--- src/rtl/pc_gen_pkg.sv ---
`default_nettype none
// ============================================================================
// Module   : pc_gen_pkg
// Purpose  : Shared defines for the fetch-address generator.
// Revision : 1.0 - initial release
// ============================================================================
package pc_gen_pkg;

    localparam logic RstEnable   = 1'b1;
    localparam logic JumpEnable  = 1'b1;
    localparam logic Stop        = 1'b1;
    localparam logic ChipEnable  = 1'b1;
    localparam logic ChipDisable = 1'b0;

    localparam int StallBus = 6;

    typedef enum logic [0:0] {
        PC_BOOT = 1'b0,
        PC_RUN  = 1'b1
    } pc_state_e;

endpackage
`default_nettype wire

--- src/rtl/pc_redirect_buf.sv ---
`default_nettype none
// ============================================================================
// Module   : pc_redirect_buf
// Purpose  : Holds one branch target that arrived while a fetch was stalled
//            on the ROM handshake. A newer load overwrites the held target.
// Revision : 1.0 - initial release
// ============================================================================
module pc_redirect_buf
    import pc_gen_pkg::*;
#(
    parameter int ADDR_W = 32
) (
    input  logic              clk,
    input  logic              rst,
    input  logic              load,
    input  logic              clear,
    input  logic [ADDR_W-1:0] load_addr,
    output logic              pend,
    output logic [ADDR_W-1:0] pend_addr
);

    always_ff @(posedge clk) begin
        if (rst == RstEnable) begin
            pend      <= 1'b0;
            pend_addr <= '0;
        end else if (load) begin
            pend      <= 1'b1;
            pend_addr <= load_addr;
        end else if (clear) begin
            pend      <= 1'b0;
        end
    end

endmodule
`default_nettype wire

--- src/rtl/pc_gen.sv ---
`default_nettype none
// ============================================================================
// Module   : pc_gen
// Purpose  : Program-counter / fetch-address generator with valid/ready
//            handshake, buffered redirect and priority flush.
// Revision : 1.0 - initial release
// ============================================================================
module pc_gen
    import pc_gen_pkg::*;
#(
    parameter int                ADDR_W    = 32,
    parameter int                PC_STEP   = 1,
    parameter logic [ADDR_W-1:0] RESET_VEC = '0,
    parameter int                STALL_W   = StallBus
) (
    input  logic               clk,
    input  logic               rst,
    input  logic [STALL_W-1:0] stall_i,
    input  logic               branch_flag_i,
    input  logic [ADDR_W-1:0]  branch_target_i,
    input  logic               flush_i,
    input  logic [ADDR_W-1:0]  flush_addr_i,
    input  logic               fetch_ready_i,
    output logic [ADDR_W-1:0]  pc_o,
    output logic               fetch_valid_o,
    output logic               redirect_pend_o
);

    localparam logic [ADDR_W-1:0] STEP = ADDR_W'(PC_STEP);

    pc_state_e         state;
    logic [ADDR_W-1:0] pc;
    logic              valid;
    logic              freeze;
    logic              take_branch;
    logic              fire;
    logic              outstanding;
    logic              pend;
    logic [ADDR_W-1:0] pend_addr;
    logic              buf_load;
    logic              buf_clear;
    logic              unused_stall;

    // Only bit 0 of the stall bus concerns the PC.
    assign unused_stall = ^stall_i;

    assign freeze      = (stall_i[0] == Stop);
    assign take_branch = (branch_flag_i == JumpEnable);
    assign fire        = valid & fetch_ready_i & ~freeze;
    assign outstanding = valid & ~fetch_ready_i;

    // A branch can only be taken directly when no request is awaiting the ROM.
    assign buf_load  = ~flush_i & take_branch & outstanding;
    assign buf_clear = flush_i | (take_branch & ~outstanding) | (fire & pend);

    pc_redirect_buf #(
        .ADDR_W (ADDR_W)
    ) u_redirect_buf (
        .clk       (clk),
        .rst       (rst),
        .load      (buf_load),
        .clear     (buf_clear),
        .load_addr (branch_target_i),
        .pend      (pend),
        .pend_addr (pend_addr)
    );

    always_ff @(posedge clk) begin
        if (rst == RstEnable) begin
            state <= PC_BOOT;
            valid <= ChipDisable;
            pc    <= RESET_VEC;
        end else begin
            case (state)
                PC_BOOT: begin
                    state <= PC_RUN;
                    valid <= ChipDisable;
                end
                default: begin
                    state <= PC_RUN;
                    valid <= ChipEnable;
                end
            endcase

            if (flush_i) begin
                pc <= flush_addr_i;
            end else if (take_branch && !outstanding) begin
                pc <= branch_target_i;
            end else if (fire && pend) begin
                pc <= pend_addr;
            end else if (fire) begin
                pc <= pc + STEP;
            end
        end
    end

    assign pc_o            = pc;
    assign fetch_valid_o   = valid;
    assign redirect_pend_o = pend;

endmodule
`default_nettype wire

--- config.mk ---
export PLATFORM = sky130hd
export DESIGN_NAME = pc_gen
export DESIGN_NICKNAME = d
export VERILOG_FILES = /design/src/rtl/pc_gen_pkg.sv /design/src/rtl/pc_redirect_buf.sv /design/src/rtl/pc_gen.sv
export SDC_FILE = /design/constraint.sdc
export NUM_CORES = 1
export LEC_CHECK = 0
export CAP_MARGIN = 15
export CORE_MARGIN = 1
export CORE_UTILIZATION = 50
export CTS_CLUSTER_SIZE = 30
export DETAILED_ROUTE_END_ITERATION = 8
export GPL_ROUTABILITY_DRIVEN = 0
export PLACE_DENSITY = 0.83
export SYNTH_ARGS = -nofsm -noshare
export SYNTH_HDL_FRONTEND = slang
export SYNTH_SLANG_ARGS = --single-unit
--- constraint.sdc ---
create_clock -name clk -period 4.71 [get_ports clk]
set_clock_uncertainty 0.1 [all_clocks]
set_input_delay 0.942 -clock clk [delete_from_list [all_inputs] [get_ports clk]]
set_output_delay 0.942 -clock clk [all_outputs]
set_load 0.02 [all_outputs]
* Word level (Yosys, flattened, before mapping)
Index checks and enable logic that the tools add are counted.
Word-level totals: latch bits 0, bits in writable memories 0, memories 0, output and inout port bits 34, register bits 67, ROM bits 0
Operators by class: magnitude comparators 0, $add $sub $neg 1, multipliers 0, divide/modulo/power cells 0, mux-type cells 8, shifts and indexed selects 0, reduce and logical (&&, ||, !) cells 5, eq/ne operators 0, bitwise gates (word level) 13
Operators by type and width (number):
- 32-bit two-way mux | 4
- 32-bit by 1-bit adder with 32-bit output (second input constant) | 1
- 1-bit AND | 7
- 1-bit two-way mux | 4
- 1-bit inverter | 4
- 4-bit nonzero test | 1
- 1-bit logical AND | 2
- 1-bit OR | 2
- 2-bit nonzero test | 1
- 1-bit zero test | 1

* Longest topological paths before layout
Gate-level depths: netlist (run 1).
depth after elaboration 8, mapped depth 8, gate-level depth less buffers 6

* Cells and area by module
Synthesis (run 1) repeated with hierarchy kept, for this count alone.
Unflattened totals: cells, all modules 483, area total of the unflattened synthesis 4003.8 µm²
Modules (own cells, without submodules):
- pc_gen | area each 2798.9 µm², cells each 375, times used 1
- pc_redirect_buf | area each 1204.9 µm², cells each 108, times used 1

* Worst setup path before layout (run 1)
No wires, ideal clock.
kind in2reg, start input port fetch_ready_i, end register pc[13] (netlist: pc_o[13]), data required time 4.524 ns, stages on the path 7, arrival time 2.125 ns, path slack 2.399 ns, cells stage by stage nand2b_1 > buf_2 > o21ai_1 > buf_2 > buf_1 > a21oi_1 > a221oi_2
Between the ends: word-level cells in the longest chain between the ends 6, elaborated cells between the ends (all ways) 11, those cells by class mux: 3; bitwise: 4; reduce/logical: 4
RTL lines:
- start, declared | line pc_gen.sv:23 | input logic fetch_ready_i,
- 1-bit AND / 1-bit inverter (equally long branches) | line pc_gen.sv:49, pc_gen.sv:50
- 1-bit AND (on tied branches) | line pc_gen.sv:49, pc_gen.sv:50
- 1-bit logical AND / 1-bit zero test (equally long branches) | line pc_gen.sv:89, pc_gen.sv:87
- 32-bit two-way mux / 1-bit logical AND (equally long branches) | line pc_gen.sv:89, pc_gen.sv:87
- 32-bit two-way mux | line pc_gen.sv:87 | end else if (take_branch && !outstanding) begin
- 32-bit two-way mux | line pc_gen.sv:85 | if (flush_i) begin
- end signal, assigned | line pc_gen.sv:86 | pc <= flush_addr_i;
- end signal, assigned | line pc_gen.sv:88 | pc <= branch_target_i;
- end signal, assigned | line pc_gen.sv:90 | pc <= pend_addr;
- end, declared | line pc_gen.sv:32 | logic [ADDR_W-1:0] pc;
Parallel ways exist; a longest one is shown, timed or not. A chain may end at the register's enable or synchronous reset.

* Worst setup path in the final report (run 1)
start input port branch_flag_i, end register pc[2] (netlist: pc_o[2])
Between the ends: word-level cells in the longest chain between the ends 3, elaborated cells between the ends (all ways) 4, those cells by class mux: 2; reduce/logical: 2
RTL lines:
- start, declared | line pc_gen.sv:19 | input logic branch_flag_i,
- 1-bit logical AND (*) | line pc_gen.sv:87
- 32-bit two-way mux | line pc_gen.sv:87
- 32-bit two-way mux | line pc_gen.sv:85
Mark *: on every way between the ends. The rest lies on a longest branch, timed or not.

==> out/metrics.cfg, run 1 <==
[floorplan]
core_sq_mm = 0.00769
die_y_um = 90.9
io_pins = 109
num_rows = 32
die_w_um = 90.9
initial_core_util_pct = 51.4
dieArea_sq_mm = 0.00825

[synthesis]
yosysMostFrequentCell = nand2_1
syn_inst = 507
ys_seq_area_share_pct = 34.0
synth_commonest_cells = nand2_1, dfxtp_1, a21oi_1
synth_top_area_share_pct = 34.0
synth_cell_type_count = 68
synthArstFlopShare_pct = 0
yosys_warnings = 0
synthTopCellsByArea = dfxtp_1, nand2_1, a21oi_1, clkbuf_1, nor2_1
syn_area_sq_mm = 0.00395
synth_nets = 583
synth_top_area_cell = dfxtp_1
synth_edf_count = 0
ys.flop_type = dfxtp_1
ys_ff_latch = 67
avgSynthCellArea_sq_um = 7.79

[detailed_routing]
via_per_inst = 6.34
first_pass_iters = 6
drc_errors = 0
drt_wl_total_mm = 12.8
vias = 4440
wire_per_inst_um = 18.3
antenna_left = 0
first_iter_violations = 414

[power_and_ir_drop]
p_leak_nw = 1.85
ir_drop_v = 0.000157
power_density_mw_per_mm2 = 286

[hold_path]
hp-class = reg -> reg

[worst_setup_path]
start_kind = input port
cp_max_fo = 18
critPathCaptureType = register
path_class = in -> reg
crit_required_ns = 4.82
cp.arrival_ns = 3.32

[cells_and_area]
area_growth_pct = 33.1
diodes = 0
nFillCells = 617
drive_above_1_share_pct = 8.70
final_nets = 669

[timing]
timing.fmax_ghz = 0.311
setup_tns_ns = 0
fin_crit_sh_pct = 68.2
rsz0062_at_grt = false
fin_crit_ns = 3.21
worst_pin_slew_ns = 0.904
drv_slew = 0
slew-limit-headroom_pct = 39.5
whs_ns = 0.345
finalSetupViolCount = 0
hold_viol = 0

[clock_tree]
cts_tree = done
clk_pin_slew_ns = 0.08
postCtsHoldBufs = 0
cts.repair.resized = 0
clock_sinks = 67
post_cts_buffers = 0
clk_latency_ns = 0.35
ctsRootBufferMaster = clkbuf_8
cts_max_path_buffers = 2
cts_made_buffers = 9
cts-htree-levels = 3

[grt]
grt_pass1_vias = 4188
antenna_found_initial = 0
grt-ovfl-total = 0
grt_max_degree = 55
grt_pass1_wl_mm = 20.6
grt.total_usage_pct = 31.2

[run]
drv_cap = 0

[place]
port_buffers = 103
dp_hpwl_mm = 8.48

[run_status]
outcome = completed

kinds of logic (layout without fill, tap and decap cells):
| family | after synthesis | after routing | share of synthesized area (%) |
|---|---|---|---|
| and+or+nand+nor | 199 | 199 | 26.2 |
| AOI/OAI and AO/OA | 174 | 174 | 30.5 |
| DFF | 67 | 67 | 34.0 |
| buffers and inverters | 48 | 139 | 4.98 |
| xor gates and xnor gates | 15 | 15 | 3.33 |
| muxes | 3 | 3 | 0.761 |
| adders and majority gates | 1 | 1 | 0.317 |
power by group:
| group | internal [mW] | switching (mW) | total (mW) |
|---|---|---|---|
| clock network | 0.326 | 0.230 | 0.556 |
| logic | 0.155 | 0.155 | 0.309 |
| registers | 0.594 | 0.0437 | 0.638 |
| total | 1.08 | 0.428 | 1.50 |
flip-flops by register name (all words and copies together) (netlist names):
signal and count:
fetch_valid_o 1, pc_o 32, state 1, u_redirect_buf.pend 1, u_redirect_buf.pend_addr 32
final timing paths:
path	cells past startpoint	from	slack (ns)	end
setup reg to reg	6	pc_o[0]	2.34	pc_o[28]
hold reg to reg	1	state	0.34	fetch_valid_o
hold / removal	1	state	0.34	fetch_valid_o
setup / recovery	7	branch_flag_i	1.50	pc_o[2]
final cells by class:
class                      count  area [sq um]  area share, %
sequential                    67          1340           25.5
clock inverter                 4          72.6           1.38
clock buffer                  12           155           2.95
timing repair buffer         112          1090           20.8
tap                          102           128           2.43
inverter                      11          41.3          0.786
multi-input combinational    392          2420           46.1
layer usage:
metal	vias to the layer above	GRT usage (%)	wire (um)	part of all wire, %
met5	-	0	0	0
met4	0	16.0	325	2.5
met3	28	4.21	1120	8.7
met2	267	50.5	6060	47
met1	2087	40.6	5280	41
li1	2058	-	-	-
placed cells by master (no fill, tap or decap), drive strengths merged, types with 3 or more instances in the layout:
| cell type | instances |
|---|---|
| a221oi | 7 |
| o221ai | 3 |
| a221o | 7 |
| nand2 | 93 |
| nor2 | 28 |
| a2111oi | 3 |
| nand2b | 4 |
| clkinv | 3 |
| or3 | 6 |
| mux2i | 3 |
| clkdlybuf4s50 | 102 |
| nor4 | 5 |
| and3 | 5 |
| clkbuf | 12 |
| o32ai | 6 |
| a31oi | 5 |
| nand3 | 19 |
| o21a | 8 |
| nand4 | 13 |
| o21ai | 23 |
| o211ai | 4 |
| o22ai | 8 |
| nor2b | 4 |
| a211oi | 13 |
| buf | 10 |
| dfxtp | 67 |
| a31o | 4 |
| a211o | 3 |
| a21oi | 54 |
| xnor2 | 6 |
| a311oi | 3 |
| a22oi | 3 |
| inv | 9 |
| xor2 | 9 |
| nor3 | 15 |
through the flow:
stage	utilization, %	power (mW)	area (sq um)	std cells	setup slack (ns)
floorplan	-	0.800	3950	507	2.40
global placement	65.4	0.947	5020	684	1.20
detailed placement	65.4	0.954	5020	684	1.18
CTS	68.3	1.50	5250	700	1.55
global route	68.3	1.55	5250	700	1.37
finish	68.3	1.50	5250	700	1.50
critical path: stages:
cell and delay, ns:
clkdlybuf4s50_1 0.72, inv_1 0.21, nor2_2 0.67, buf_4 0.36, a211oi_1 0.07, a211oi_1 0.22
o32ai_1 0.11
Note: power is estimated with default switching activity, not from simulation.
==> run 2, diff against run 1 <==
--- a/config.mk
+++ b/config.mk
@@ -7,11 +7,11 @@
 export LEC_CHECK = 0
 export CAP_MARGIN = 15
 export CORE_MARGIN = 1
-export CORE_UTILIZATION = 50
+export CORE_UTILIZATION = 44
 export CTS_CLUSTER_SIZE = 30
 export DETAILED_ROUTE_END_ITERATION = 8
 export GPL_ROUTABILITY_DRIVEN = 0
-export PLACE_DENSITY = 0.83
+export PLACE_DENSITY = 0.77
 export SYNTH_ARGS = -nofsm -noshare
 export SYNTH_HDL_FRONTEND = slang
 export SYNTH_SLANG_ARGS = --single-unit
==> constraint.sdc (replaced) <==
create_clock -name clk -period 2.8 [get_ports clk]
set_clock_uncertainty 0.1 [all_clocks]
set_input_delay 0.56 -clock clk [delete_from_list [all_inputs] [get_ports clk]]
set_output_delay 0.56 -clock clk [all_outputs]
set_load 0.02 [all_outputs]
==> run 2 against run 1 <==
Compared with the run above: worst setup slack worse by 1.1 ns; global-route usage down 3.2 points; utilization down 6.7 points; largest cell class unchanged; highest routed layer unchanged.
==> out/metrics.cfg, run 2 (synthesis gave the netlist of run 1 again) <==
[worst_setup_path]
path_class = in -> reg
rr_worst_depth = 5  ; -1
crit_start = fetch_ready_i
cp.arrival_ns = 2.59  ; -0.73 ns
crit_required_ns = 2.99  ; -1.83 ns
r2r_start = pc_o[14]
critPathCaptureType = register
cp_max_fo = 10  ; -8
start_kind = input port
ff2ff_setup_slack_ns = 0.40  ; -1.94 ns
r2r_end = pc_o[27]

[power_and_ir_drop]
power_mw = 2.44  ; +62%
power_density_mw_per_mm2 = 453  ; +58%
ir_drop_v = 0.000222  ; +42%
power.switching_mw = 0.704  ; +64%
p_leak_nw = 1.94  ; +4.4%
swShare_pct = 28.9  ; +0.43 points
p_comb_share_pct = 22.3  ; +1.7 points
pwr-share-seq_pct = 44.1  ; +1.7 points
pwr-share-clk_pct = 33.6  ; -3.4 points
internal-power_mw = 1.73  ; +61%

[timing]
hold_viol = 0  ; unchanged
setup_tns_ns = 0  ; unchanged
fin_crit_sh_pct = 85.7
fin_ws_ns = 0.400  ; -1.10 ns
finalSetupViolCount = 0  ; unchanged
fin_crit_ns = 2.40
worst_pin_slew_ns = 0.774  ; -0.129 ns
drv_slew = 0  ; unchanged
rsz0062_at_grt = false
timing.fmax_ghz = 0.417
slew-limit-headroom_pct = 48.0  ; +8.5 points

[clock_tree]
cts_max_path_buffers = 2  ; unchanged
cts-htree-levels = 3  ; unchanged
postCtsHoldBufs = 0  ; unchanged
cts_made_buffers = 9  ; unchanged
cts_tree = done
cts.repair.resized = 0  ; unchanged
clk_latency_ns = 0.34  ; about the same
clk_pin_slew_ns = 0.07  ; about the same
ctsRootBufferMaster = clkbuf_8
clock_sinks = 67  ; unchanged
post_cts_buffers = 0  ; unchanged

[detailed_routing]
vias = 4531  ; +2.0%
first_pass_iters = 5  ; -1
antenna_left = 0  ; unchanged
drc_errors = 0  ; unchanged
via_per_inst = 6.25  ; -1.5%
drt_wl_total_mm = 13.3  ; +4.2%
first_iter_violations = 301  ; -27%
wire_per_inst_um = 18.4  ; +0.58%

[floorplan]
initial_core_util_pct = 45.3  ; -6.1 points
die_y_um = 96.7  ; +6.5%
io_pins = 109  ; unchanged
num_rows = 34  ; +6.3%
dieArea_sq_mm = 0.00935  ; +13%
core_sq_mm = 0.00872  ; +13%
die_w_um = 96.7  ; +6.5%

[grt]
antenna_found_initial = 0  ; unchanged
grt_pass1_vias = 4342  ; +3.7%
grt.total_usage_pct = 28.0  ; -3.2 points
grt-ovfl-total = 0  ; unchanged
grt_max_degree = 25  ; -55%
grt_pass1_wl_mm = 21.4  ; +4.0%

[place]
dp_hpwl_mm = 9.32  ; +9.9%
dp_slack_ns = 0.0965  ; -1.09 ns
port_buffers = 103  ; unchanged
numPlacedInstances = 710  ; +3.8%

[cells_and_area]
final_common_cell = clkdlybuf4s50_1
nFillCells = 786  ; +27%
drive_above_1_share_pct = 11.3  ; +2.6 points
final_nets = 689  ; +3.0%
final_cell_mix = clkdlybuf4s50_1, nand2_1, dfxtp_1
layout.cells.non_filler = 725  ; +3.6%
diodes = 0  ; unchanged
area_growth_pct = 36.2

[run]
drv_cap = 0  ; unchanged

[hold_path]
holdPathEnd = fetch_valid_o
hp-class = reg -> reg
hold_path_startpoint = state
hold_depth = 1  ; unchanged

[run_status]
outcome = completed

run 2: cell types whose count changed in the layout (fill, tap and decap cells not counted):
cell,previous run,this run
buf_4,9,29
bufinv_16,2,1
clkbuf_1,1,2
clkinvlp_4,1,0
run 2: per-stage QoR:
step	cell area [sq um]	hold slack, ns	utilization [%]
after CTS	5380	0.357	61.6
after floorplan	3950	0.314	-
after detailed placement	5180	0.347	59.4
after global routing	5380	0.371	61.6
after global placement	5180	0.327	59.4
final	5380	0.352	61.6
run 2: worst max path at each step:
stage / end / cells after the start
6_report: pc_o[7] / 6
5_1_grt: pc_o[18] / 7
4_1_cts: pc_o[21] / 6
3_5_place_dp: pc_o[7] / 6
3_3_place_gp: pc_o[7] / 6
2_1_floorplan: pc_o[28] / 6
run 2: routing by layer:
layer  vias to the layer above  track usage (%)  routed length [um]
met2                       240             46.5                6170
met3                        32             4.91                 997
li1                       2107                -                   -
met4                         0             10.6                 350
met5                         -                0                   0
met1                      2152             36.2                5790
run 2: worst max-delay path: stages:
cell             delay, ns
clkdlybuf4s50_1       0.57
nand2b_1              0.39
o211ai_1              0.30
buf_4                 0.24
a2111oi_0             0.37
o21a_1                0.15
run 2: power groups by stage:
stage | sequential [mW] | combinational [mW] | clock (mW)
after global routing | 1.08 | 0.578 | 0.864
after CTS | 1.07 | 0.538 | 0.824
after global placement | 1.09 | 0.525 | 0
after detailed placement | 1.09 | 0.534 | 0
after floorplan | 1.12 | 0.222 | 0
final | 1.07 | 0.543 | 0.819
run 2: area by class of cell:
type	instances	area, sq um	area share [%]
tap	108	135	2.51
clock buffer	13	159	2.96
sequential	67	1340	24.9
multi-input combinational	392	2420	45.0
timing repair buffer	132	1240	23.1
clock inverter	2	35.0	0.652
inverter	11	41.3	0.768
